$ cat config.mk
export PLATFORM = sky130hd
export DESIGN_NAME = modulo_reservatorio_rolhas
export DESIGN_NICKNAME = d
export VERILOG_FILES = /design/src/rtl/modulo_reservatorio_rolhas.sv
export SDC_FILE = /design/constraint.sdc
export NUM_CORES = 1
export LEC_CHECK = 0
export ABC_AREA = 1
export CAP_MARGIN = 20
export CELL_PAD_IN_SITES_DETAIL_PLACEMENT = 1
export CELL_PAD_IN_SITES_GLOBAL_PLACEMENT = 1
export CORE_ASPECT_RATIO = 1.1
export CORE_MARGIN = 5
export CORE_UTILIZATION = 39
export DETAILED_ROUTE_END_ITERATION = 16
export PLACE_DENSITY = 0.81
export SLEW_MARGIN = 20
export SYNTH_ARGS = -nofsm -noshare
export SYNTH_HDL_FRONTEND = slang
export SYNTH_SLANG_ARGS = --single-unit
$ cat constraint.sdc
create_clock -name clk -period 2.7 [get_ports clk]
set_input_delay 0.405 -clock clk [delete_from_list [all_inputs] [get_ports clk]]
set_output_delay 0.405 -clock clk [all_outputs]
set_load 0.02 [all_outputs]
$ cat src/rtl/modulo_reservatorio_rolhas.sv
// Main cork reservoir: receives transfers over a 4-phase req/ack handshake, tracks stock, flags low/empty/full.
// Optional macro ROLHAS_BCD_EN adds registered BCD outputs reg_rd (tens) / reg_ru (units).
module modulo_reservatorio_rolhas #(
  parameter int unsigned WIDTH      = 7,
  parameter int unsigned CAPACIDADE = 99,
  parameter int unsigned MIN_ROLHAS = 5
) (
  input  logic             clk,
  input  logic             Nclr,
  input  logic             req_transf,
  input  logic [WIDTH-1:0] qtd_transf,
  output logic             ack_transf,
  output logic [WIDTH-1:0] qtd_aceita,
  input  logic             consumir,
  output logic [WIDTH-1:0] reg_r,
  output logic             ro,
  output logic             min_signal,
  output logic             cheio,
  output logic             erro_consumo
`ifdef ROLHAS_BCD_EN
  ,
  output logic [3:0]       reg_rd,
  output logic [3:0]       reg_ru
`endif
);

  localparam int unsigned    WS    = WIDTH + 1;
  localparam logic [WIDTH-1:0] CAP_W = WIDTH'(CAPACIDADE);
  localparam logic [WIDTH-1:0] MIN_W = WIDTH'(MIN_ROLHAS);

  typedef enum logic [1:0] {
    OCIOSO     = 2'b00,
    CARREGANDO = 2'b01,
    CONFIRMA   = 2'b10
  } estado_e;

  estado_e          state_q, state_d;
  logic [WIDTH-1:0] reg_r_q, reg_r_d;
  logic [WIDTH-1:0] restante_q, restante_d;
  logic [WIDTH-1:0] qtd_aceita_q, qtd_aceita_d;
  logic             ack_q, ack_d;
  logic             erro_q, erro_d;

  logic [WIDTH-1:0] vaga;
  logic [WIDTH-1:0] n_adm;
  logic             add;
  logic [WS-1:0]    soma;

  // State and datapath registers
  always_ff @(posedge clk or negedge Nclr) begin
    if (!Nclr) begin
      state_q      <= OCIOSO;
      reg_r_q      <= '0;
      restante_q   <= '0;
      qtd_aceita_q <= '0;
      ack_q        <= 1'b0;
      erro_q       <= 1'b0;
    end else begin
      state_q      <= state_d;
      reg_r_q      <= reg_r_d;
      restante_q   <= restante_d;
      qtd_aceita_q <= qtd_aceita_d;
      ack_q        <= ack_d;
      erro_q       <= erro_d;
    end
  end

  // Next state, stock update and handshake outputs
  always_comb begin
    state_d      = state_q;
    restante_d   = restante_q;
    qtd_aceita_d = qtd_aceita_q;
    reg_r_d      = reg_r_q;
    erro_d       = 1'b0;

    vaga  = CAP_W - reg_r_q;
    n_adm = (qtd_transf < vaga) ? qtd_transf : vaga;
    add   = (state_q == CARREGANDO);
    soma  = {1'b0, reg_r_q} + WS'(add);

    // Consumption with nothing in stock leaves stock untouched and flags the error
    if (soma >= WS'(consumir)) begin
      reg_r_d = WIDTH'(soma - WS'(consumir));
    end else begin
      erro_d = 1'b1;
    end

    case (state_q)
      OCIOSO: begin
        if (req_transf) begin
          restante_d   = n_adm;
          qtd_aceita_d = n_adm;
          state_d      = (n_adm != '0) ? CARREGANDO : CONFIRMA;
        end
      end
      CARREGANDO: begin
        restante_d = restante_q - WIDTH'(1);
        if (restante_q <= WIDTH'(1)) begin
          state_d = CONFIRMA;
        end
      end
      CONFIRMA: begin
        if (!req_transf) begin
          state_d = OCIOSO;
        end
      end
      default: state_d = OCIOSO;
    endcase

    ack_d = (state_d == CONFIRMA);
  end

  assign ack_transf   = ack_q;
  assign qtd_aceita   = qtd_aceita_q;
  assign reg_r        = reg_r_q;
  assign erro_consumo = erro_q;
  assign ro           = (reg_r_q == '0);
  assign min_signal   = (reg_r_q <= MIN_W);
  assign cheio        = (reg_r_q == CAP_W);

`ifdef ROLHAS_BCD_EN
  localparam logic [WIDTH-1:0] DEZ = WIDTH'(10);

  logic [3:0] reg_rd_q, reg_ru_q;

  // Display digits, one cycle behind the stock register
  always_ff @(posedge clk or negedge Nclr) begin
    if (!Nclr) begin
      reg_rd_q <= 4'd0;
      reg_ru_q <= 4'd0;
    end else begin
      reg_rd_q <= 4'(reg_r_q / DEZ);
      reg_ru_q <= 4'(reg_r_q % DEZ);
    end
  end

  assign reg_rd = reg_rd_q;
  assign reg_ru = reg_ru_q;
`endif

endmodule

==> flow_metrics.env, run 1 <==
export IMPL_status="finished, final reports clean"
export IMPL_layout_nets=302
export IMPL_synth_seq_cells=25
export IMPL_route_detailed_drc=0
export IMPL_cp_arrival_ns=2.59
export IMPL_clk_pin_slew_ns=0.09
export IMPL_final_common_cell="nand2_1"
export IMPL_syn_nets=266
export IMPL_antenna_found_initial=0
export IMPL_syn_area_mm2=0.001879
export IMPL_worstPathMaxFanout=8
export IMPL_via_per_inst=5.042
export IMPL_design_core_area_mm2=0.004652
export IMPL_crit_top_cell="nand2_1"
export IMPL_path_buf_inv=2
export IMPL_setup_ws_ns=0.2740
export IMPL_synth_distinct_cells=36
export IMPL_p_leak_nw=1.151
export IMPL_synth_seq_area_share_pct=33.29
export IMPL_globalplace_congestion=0.8128
export IMPL_hold_buffers=0
export IMPL_drtIter0Drc=51
export IMPL_cp_top_family="simple AND/OR/NAND/NOR gates"
export IMPL_grt_pass1_vias=1826
export IMPL_p_comb_share_pct=69.5
export IMPL_max_freq_ghz=0.4122
export IMPL_intPower_w=0.001520
export IMPL_port_buffers=29
export IMPL_firstDrtPassIters=4
export IMPL_clkPwrFrac_pct=7.0
export IMPL_postCtsResizedCells=0
export IMPL_tightestPinTransition_ns=0.4219
export IMPL_rsz0062_at_grt="no"
export IMPL_hold_viol=0
export IMPL_end_kind="register"
export IMPL_cp_start_kind="register"
export IMPL_yosysWarnings=0
export IMPL_worstPathRequired_ns=2.86
export IMPL_grt_overflow=0
export IMPL_final_max_slew_viol_count=0
export IMPL_die_h_um=82.81
export IMPL_post_cts_buffers=0
export IMPL_pre_cts_ws_ns=0.1710
export IMPL_tns_ns=0
export IMPL_drive_above_1_share_pct=13.09
export IMPL_drv_cap=0
export IMPL_crit_type="register to register"
export IMPL_start_util_pct=40.40
export IMPL_clk_latency_ns=0.26
export IMPL_num_vias=1669
export IMPL_setup_violations_final=0
export IMPL_syn2layout_area_growth_pct=23.17
export IMPL_drtAntennaViolNets=0
export IMPL_io_pin_count=30
export IMPL_grt_max_degree=26
export IMPL_vdd_drop_max_v=0.0006610
export IMPL_path_cells="inv_2, ha_2, nand2_1, nand2_1, xor2_2, ha_1, nand2_1, inv_1, a21oi_4, nand3_1, nand2_1, nand2_1, nor2_1, nand2_1, nand2_1, nand2_1"
export IMPL_avgRoutedWirePerCell_um=14.26
export IMPL_clock_sinks=25
export IMPL_syn_inst=240
export IMPL_finClkSkew_ns=0.002116
export IMPL_antenna_cells=0
export IMPL_totalWireLength_um=4720
export IMPL_root_buffer="clkbuf_8"
export IMPL_cts_made_buffers=3
export IMPL_min_period_over_period_pct=89.85
export IMPL_row_count=26
export IMPL_clk_path_buf_depth=2
export IMPL_grt_pass1_wl_um=8487
export IMPL_pwr_share_seq_pct=23.5
export IMPL_syn_area_per_cell_um2=7.830
export IMPL_htreeDepth=1
export IMPL_track_usage_pct=15.70
export IMPL_die_area_mm2=0.006309
export IMPL_power_density_mw_per_mm2=1373
export IMPL_dp_hpwl_um=3955
export IMPL_cts_tree="done"
export IMPL_maxSlewHeadroom_pct=71.87
export IMPL_p_switching_w=0.001659
export IMPL_die_x_um=76.19
export IMPL_hp_class="register to register"
export IMPL_final_cell_mix="nand2_1 (75), clkdlybuf4s50_1 (29), inv_1 (27), dfrtp_1 (25), nand3_1 (17)"
export IMPL_period_minus_slack_ns=2.426
export IMPL_slowest_stage="dfrtp_1"
export IMPL_netSwitchingFraction_pct=52.19
export IMPL_cpPeakStageDelay_ns=0.40
-- logic make-up after synthesis --
group / share of synthesized area (%)
buffers and inverters: 7.789
AND/OR/NAND/NOR: 35.82
AO/OA/AOI/OAI: 5.060
flip-flops: 33.29
XOR/XNOR: 8.056
adder cells (fa/ha/maj): 9.987
-- worst paths after layout --
kind | startpoint | end | slack, ns | depth (start not counted)
worst max register to register | reg_r[2] | state_q[0] | 0.27 | 16
worst min register to register | qtd_aceita[0] | qtd_aceita[0] | 0.49 | 2
worst min-delay path | qtd_aceita[0] | qtd_aceita[0] | 0.49 | 2
worst max-delay path | reg_r[2] | state_q[0] | 0.27 | 16
max in group asynchronous | Nclr | ack_transf | 1.94 | 2
min in group asynchronous | Nclr | qtd_aceita[5] | 0.50 | 2
-- synthesized netlist by cell type --
cell type	number	share of area [%]
a21oi_1	2	0.53
a21oi_4	1	0.87
a311oi_1	1	0.47
and3_1	1	0.33
buf_2	1	0.27
buf_4	1	0.40
buf_6	1	0.60
clkinv_1	1	0.20
dfrtp_1	25	33
ha_1	15	10
inv_1	29	5.8
inv_2	1	0.20
inv_4	1	0.33
nand2_1	75	15
nand2_2	5	1.7
nand2_4	1	0.60
nand3_1	18	4.8
nand3_2	1	0.53
nand3_4	1	0.93
nand3b_1	5	2.0
nand4_1	9	3.0
nand4_2	1	0.67
nor2_1	14	2.8
nor2_2	3	1.0
nor2_4	1	0.60
nor2_8	1	1.1
nor3_1	2	0.53
nor4_1	1	0.33
o211ai_1	4	1.6
o21ai_0	3	0.80
o221ai_1	1	0.47
o22ai_1	1	0.33
xnor2_1	5	2.3
xnor2_2	1	0.87
xor2_1	3	1.4
xor2_2	4	3.5
-- layer usage --
metal  routed length [um]  global-route usage, %
met1                 2035                  18.82
met2                 2569                  30.14
met3                  100                  1.515
met4                   15                  2.703
met5                    0                      0
-- state kept, by name, indices dropped and copies added, names as in the netlist --
signal	count
state_q	2
qtd_aceita	7
ack_transf	1
restante_q	7
reg_r	7
erro_consumo	1
-- area by class of cell --
class,count,area [um2]
flip-flops and latches,25,625.6
inverters,32,122.6
well taps,56,70.07
clock buffers,3,41.29
repair buffers,34,327.8
fillers,595,2337
clock inverters,1,5.005
multi-input cells,180,1122
-- metrics by stage --
step	instances	hold slack (ns)	total power, W	cell area, um2	utilization (%)
after detailed placement	327	0.4665	0.002967	2253	48.44
after global placement	327	0.4634	0.002901	2253	48.44
after CTS	331	0.4909	0.003204	2300	49.44
after floorplan	240	0.1094	0.002305	1879	-
final	331	0.4852	0.003178	2315	49.76
after global routing	331	0.5201	0.003536	2315	49.76
-- power by group through the flow --
stage,Clock (W),Sequential [W],Combinational (W)
detailed placement,0,0.000752,0.00221
CTS,0.000231,0.000745,0.00223
global placement,0,0.000742,0.00216
global route,0.000249,0.000776,0.00251
floorplan,0,0.000834,0.00147
finish,0.000223,0.000746,0.00221
-- worst register-to-register path: stages (launching register included) --
cell     delay (ns)
dfrtp_1        0.40
inv_2          0.10
ha_2           0.21
nand2_1        0.08
nand2_1        0.10
xor2_2         0.16
ha_1           0.26
nand2_1        0.08
inv_1          0.06
a21oi_4        0.26
nand3_1        0.17
nand2_1        0.10
nand2_1        0.05
nor2_1         0.13
nand2_1        0.06
nand2_1        0.05
nand2_1        0.05
Power figures use the tool's default switching activity.
==> inputs of run 2 (changes only) <==
--- a/config.mk
+++ b/config.mk
@@ -9,10 +9,11 @@
 export CAP_MARGIN = 20
 export CELL_PAD_IN_SITES_DETAIL_PLACEMENT = 1
 export CELL_PAD_IN_SITES_GLOBAL_PLACEMENT = 1
-export CORE_ASPECT_RATIO = 1.1
+export CORE_ASPECT_RATIO = 1.4
 export CORE_MARGIN = 5
 export CORE_UTILIZATION = 39
 export DETAILED_ROUTE_END_ITERATION = 16
+export GPL_TIMING_DRIVEN = 0
 export PLACE_DENSITY = 0.81
 export SLEW_MARGIN = 20
 export SYNTH_ARGS = -nofsm -noshare
==> flow_metrics.env, run 2 (synthesis results as in run 1) <==
export IMPL_status="finished, final reports clean"
export IMPL_use_met3_pct=2.083
export IMPL_setup_ws_ns=0.2133
export IMPL_grt_pass1_wl_um=8059
export IMPL_tightestPinTransition_ns=0.5954
export IMPL_nFillCells=598
export IMPL_cp_start_kind="register"
export IMPL_p_leak_nw=1.154
export IMPL_vdd_drop_max_v=0.0006210
export IMPL_maxSlewHeadroom_pct=60.31
export IMPL_row_count=30
export IMPL_grt_util_met2_pct=31.24
export IMPL_multi_input_area_mm2=0.001145
export IMPL_final_max_slew_viol_count=0
export IMPL_period_minus_slack_ns=2.487
export IMPL_path_cells="buf_6, nor2_1, nand2_2, a311oi_1, clkdlybuf4s50_1"
export IMPL_end_kind="output pin"
export IMPL_port_buffers=29
export IMPL_final_common_cell="nand2_1"
export IMPL_via_per_inst=5.009
export IMPL_max_freq_ghz=0.4021
export IMPL_grt_max_degree=26
export IMPL_track_usage_pct=16.43
export IMPL_worstPathMaxFanout=10
export IMPL_cpPeakStageDelay_ns=0.66
export IMPL_die_area_mm2=0.006327
export IMPL_start_util_pct=39.42
export IMPL_firstDrtPassIters=4
export IMPL_setup_violations_final=0
export IMPL_final_cell_mix="nand2_1 (74), clkdlybuf4s50_1 (28), inv_1 (27), dfrtp_1 (23), nand3_1 (16)"
export IMPL_design_core_area_mm2=0.004767
export IMPL_regArea_um2=628.1
export IMPL_pre_cts_ws_ns=-0.2116
export IMPL_io_pin_count=30
export IMPL_antenna_found_initial=0
export IMPL_num_vias=1698
export IMPL_globalplace_congestion=0.8016
export IMPL_finalPower_w=0.003259
export IMPL_die_x_um=68.67
export IMPL_cts_made_buffers=3
export IMPL_grt_pass1_vias=1846
export IMPL_htreeDepth=1
export IMPL_syn2layout_area_growth_pct=24.97
export IMPL_grt_use_met1_pct=18.23
export IMPL_clk_latency_ns=0.28
export IMPL_cp_arrival_ns=2.08
export IMPL_hold_viol=0
export IMPL_hp_class="input pin to asynchronous set/reset pin"
export IMPL_drive_above_1_share_pct=15.64
export IMPL_finClkSkew_ns=0.008678
export IMPL_clock_sinks=25
export IMPL_avgRoutedWirePerCell_um=14.11
export IMPL_root_buffer="clkbuf_8"
export IMPL_slowest_stage="clkdlybuf4s50_1"
export IMPL_crit_type="register to output pin"
export IMPL_min_period_over_period_pct=92.10
export IMPL_drtAntennaViolNets=0
export IMPL_final_util_pct=49.27
export IMPL_grt_overflow=0
export IMPL_totalWireLength_um=4782
export IMPL_die_h_um=92.14
export IMPL_dp_hpwl_um=3924
export IMPL_antenna_cells=0
export IMPL_power_density_mw_per_mm2=1388
export IMPL_route_detailed_drc=0
export IMPL_clk_path_buf_depth=2
export IMPL_clk_pin_slew_ns=0.10
export IMPL_cts_tree="done"
export IMPL_drtIter0Drc=42
export IMPL_whs_ns=0.1230
export IMPL_drv_cap=0
export IMPL_layout_nets=302
export IMPL_busiest_layer="met2"
export IMPL_worstPathRequired_ns=2.30
[run 2: critical path, delay by kind of cell, from the launching register on]
family / cells / cell delay (ns)
flip-flops: 1 / 0.40
AO/OA/AOI/OAI: 1 / 0.32
buffers and inverters: 2 / 0.81
AND/OR/NAND/NOR: 2 / 0.27
[run 2: worst paths after layout]
check / from / endpoint / slack (ns) / cells past startpoint
max: reg_r[4] / min_signal / 0.21 / 5
min: Nclr / restante_q[4] / 0.12 / 1
max reg2reg: reg_r[3] / state_q[0] / 0.23 / 16
min reg2reg: qtd_aceita[1] / qtd_aceita[1] / 0.49 / 2
max in group asynchronous: Nclr / reg_r[2] / 2.15 / 1
min in group clk: qtd_aceita[1] / qtd_aceita[1] / 0.49 / 2
[run 2: report_power, final]
part	switching, W	internal [W]	total [W]
Sequential	0.000150	0.000558	0.000708
Combinational	0.00142	0.000898	0.00232
Clock	0.000126	0.000103	0.000229
[run 2: timing repair]
item / CTS / global route
setup endpoints to repair: 11 / 5
pin swaps: 1 / 5
buffers inserted: 1 / 1
resized for setup: 5 / 8
hold buffers: 0 / 0
[run 2: stage by stage]
| stage | TNS, ns | cell area (um2) | instances |
|---|---|---|---|
| after floorplan | 0 | 1879 | 240 |
| after global placement | -0.7229 | 2250 | 333 |
| after CTS | 0 | 2311 | 338 |
| final | 0 | 2349 | 339 |
| after detailed placement | -0.8420 | 2245 | 333 |
| after global routing | -0.01121 | 2349 | 339 |
[run 2: metal layers]
layer,part of all wire [%],vias to the layer above
met5,0,-
met4,1.5,0
met3,2.2,8
met2,57,24
met1,40,826
li1,-,840
[run 2: area by class of cell]
type                    count  area share [%]
well taps                  64           3.410
clock buffers               3           1.758
clock inverters             1          0.2131
repair buffers             31           12.79
plain buffers               3           1.012
multi-input cells         180           48.75
flip-flops and latches     25           26.74
inverters                  32           5.328
==> edit: new RTL, settings of run 2 <==
The parameter `WIDTH` goes from 7 to 5.
--- a/src/rtl/modulo_reservatorio_rolhas.sv
+++ b/src/rtl/modulo_reservatorio_rolhas.sv
@@ -1,7 +1,7 @@
 // Main cork reservoir: receives transfers over a 4-phase req/ack handshake, tracks stock, flags low/empty/full.
 // Optional macro ROLHAS_BCD_EN adds registered BCD outputs reg_rd (tens) / reg_ru (units).
 module modulo_reservatorio_rolhas #(
-  parameter int unsigned WIDTH      = 7,
+  parameter int unsigned WIDTH      = 5,
   parameter int unsigned CAPACIDADE = 99,
   parameter int unsigned MIN_ROLHAS = 5
 ) (
Ports: changed (resized qtd_aceita, qtd_transf and reg_r); port bits go from 30 to 24. The function was not compared with the original's and may differ.
==> edit against run 2 <==
  * Count of clock-buffer cells in the layout is the same
  * Utilization up 0.13 points
  * Via count fell by 30%
  * Design area decreased by 30%
  * Critical endpoint is now state_q[0]
  * Sequential cell count fell by 6
  * Worst setup slack improved by 0.064 ns
  * Sequential power fell by 18%
  * Non-clock buffer count decreased by 11
  * Wire length fell by 29%
  * Power fell by 29%
  * Synthesized area fell by 30%
  * Critical path type is now reg2reg
  * Largest power group unchanged
  * Combinational power fell by 33%
  * Clock power shrank 13%
  * Synthesized cell count is 32% lower
==> edit: results (changes against run 2) <==
* Status: finished, final reports clean
* Number of DRC markers in iteration 0 at 22 (-48%)
* CP startpoint: reg_r[2]
* Clock transition at path regs at 0.07 ns (-0.03 ns)
* Global-route usage over all layers at 0.171 (+0.00648)
* Netlist cell types at 28 (-22%)
* Worst VDD drop at 771 uV (+24%)
* Slowest cell on crit path: dfrtp_2
* Commonest cells in the netlist: nand2_1, inv_1, dfrtp_1
* Sw frac at 0.504 (-0.0172)
* Worst setup path class: reg2reg
* Buffers on Ports at 23 (-21%)
* CP arrival at 2.57 ns (+0.49 ns)
* Post-Syn Nets at 186 (-30%)
* Hold crit path type: reg2reg
* Clk_skew at 0.000828 ns (-0.00785 ns)
* R2r worst-path depth at 12 (-4)
* Top post-synthesis cells by area: dfrtp_1, nand2_1, ha_1
* Gpl congestion at 0.825 (+2.9%)
* First-pass GRT wire length at 6100 um (-24%)
* Post-layout nets at 214 (-29%)
* Post-CTS Setup Inserts at 0 (-1)
* Largest net degree at the start of global routing at 20 (-23%)
* FF-to-FF setup slack at 0.28 ns (+0.05 ns)
* Hold_ws at 0.493 ns (+0.370 ns)
* Crit-path max FO at 7 (-3)
[edit: changes by cell type after synthesis, moves of 6 or more]
cell	change
nand2_1	-26
dfrtp_1	-6
inv_1	-7
nand3_1	-7
o21ai_1	+7
[edit: cell families (layout without fill, tap and decap cells)]
| logic type | count (synthesis) | count (layout) | share of synthesized area |
|---|---|---|---|
| adder cells (fa/ha/maj) | 13 | 13 | 0.124 |
| XOR/XNOR | 6 | 6 | 0.0402 |
| AND/OR/NAND/NOR | 83 | 83 | 0.303 |
| flip-flops | 19 | 19 | 0.363 |
| AO/OA/AOI/OAI | 18 | 18 | 0.0918 |
| multiplexers | 1 | 1 | 0.00860 |
| buffers and inverters | 24 | 51 | 0.0688 |
[edit: area by class of cell]
class | count | area, um2
Multi-Input combinational cell | 121 | 743
Tap cell | 40 | 50.0
Sequential cell | 19 | 478
Timing Repair Buffer | 23 | 230
Fill cell | 422 | 1680
Clock buffer | 3 | 41.3
Inverter | 24 | 90.1
Clock inverter | 1 | 5.00
[edit: repair_timing]
| action | in CTS | in global routing |
|---|---|---|
| gates resized for setup | 0 | 3 |
| setup endpoints to repair | 0 | 6 |
| endpoints found under the hold margin | 0 | 0 |
[edit: metrics by stage]
| step | area, um2 | instances | setup slack [ns] | power [W] | util |
|---|---|---|---|---|---|
| after CTS | 1640 | 231 | 0.144 | 0.00236 | 0.493 |
| after detailed placement | 1590 | 227 | 0.247 | 0.00213 | 0.479 |
| after floorplan | 1310 | 164 | 0.417 | 0.00163 | - |
| after global routing | 1640 | 231 | 0.0223 | 0.00260 | 0.494 |
| after global placement | 1590 | 227 | 0.266 | 0.00204 | 0.479 |
| final | 1640 | 231 | 0.278 | 0.00233 | 0.494 |
[edit: worst reg2reg max path: cells and delay by family, from the launching register on]
family / cells / cell delay [ns]
AO/OA/AOI/OAI: 2 / 0.38
flip-flops: 1 / 0.48
adder cells (fa/ha/maj): 2 / 0.49
XOR/XNOR: 1 / 0.21
buffers and inverters: 2 / 0.16
AND/OR/NAND/NOR: 5 / 0.59
[edit: per-layer routing]
layer | vias to the layer above | global-route usage | wire length (um)
met4 | 0 | 0.0703 | 79
li1 | 589 | - | -
met3 | 8 | 0.0329 | 116
met2 | 22 | 0.314 | 1920
met5 | - | 0 | 0
met1 | 578 | 0.183 | 1270
[edit: power groups by stage]
stage                     clock [W]  sequential [W]  combinational, W
final                      0.000200        0.000581           0.00155
after global routing       0.000220        0.000606           0.00177
after detailed placement          0        0.000583           0.00155
after global placement            0        0.000573           0.00147
after floorplan                   0        0.000644          0.000987
after CTS                  0.000207        0.000580           0.00157
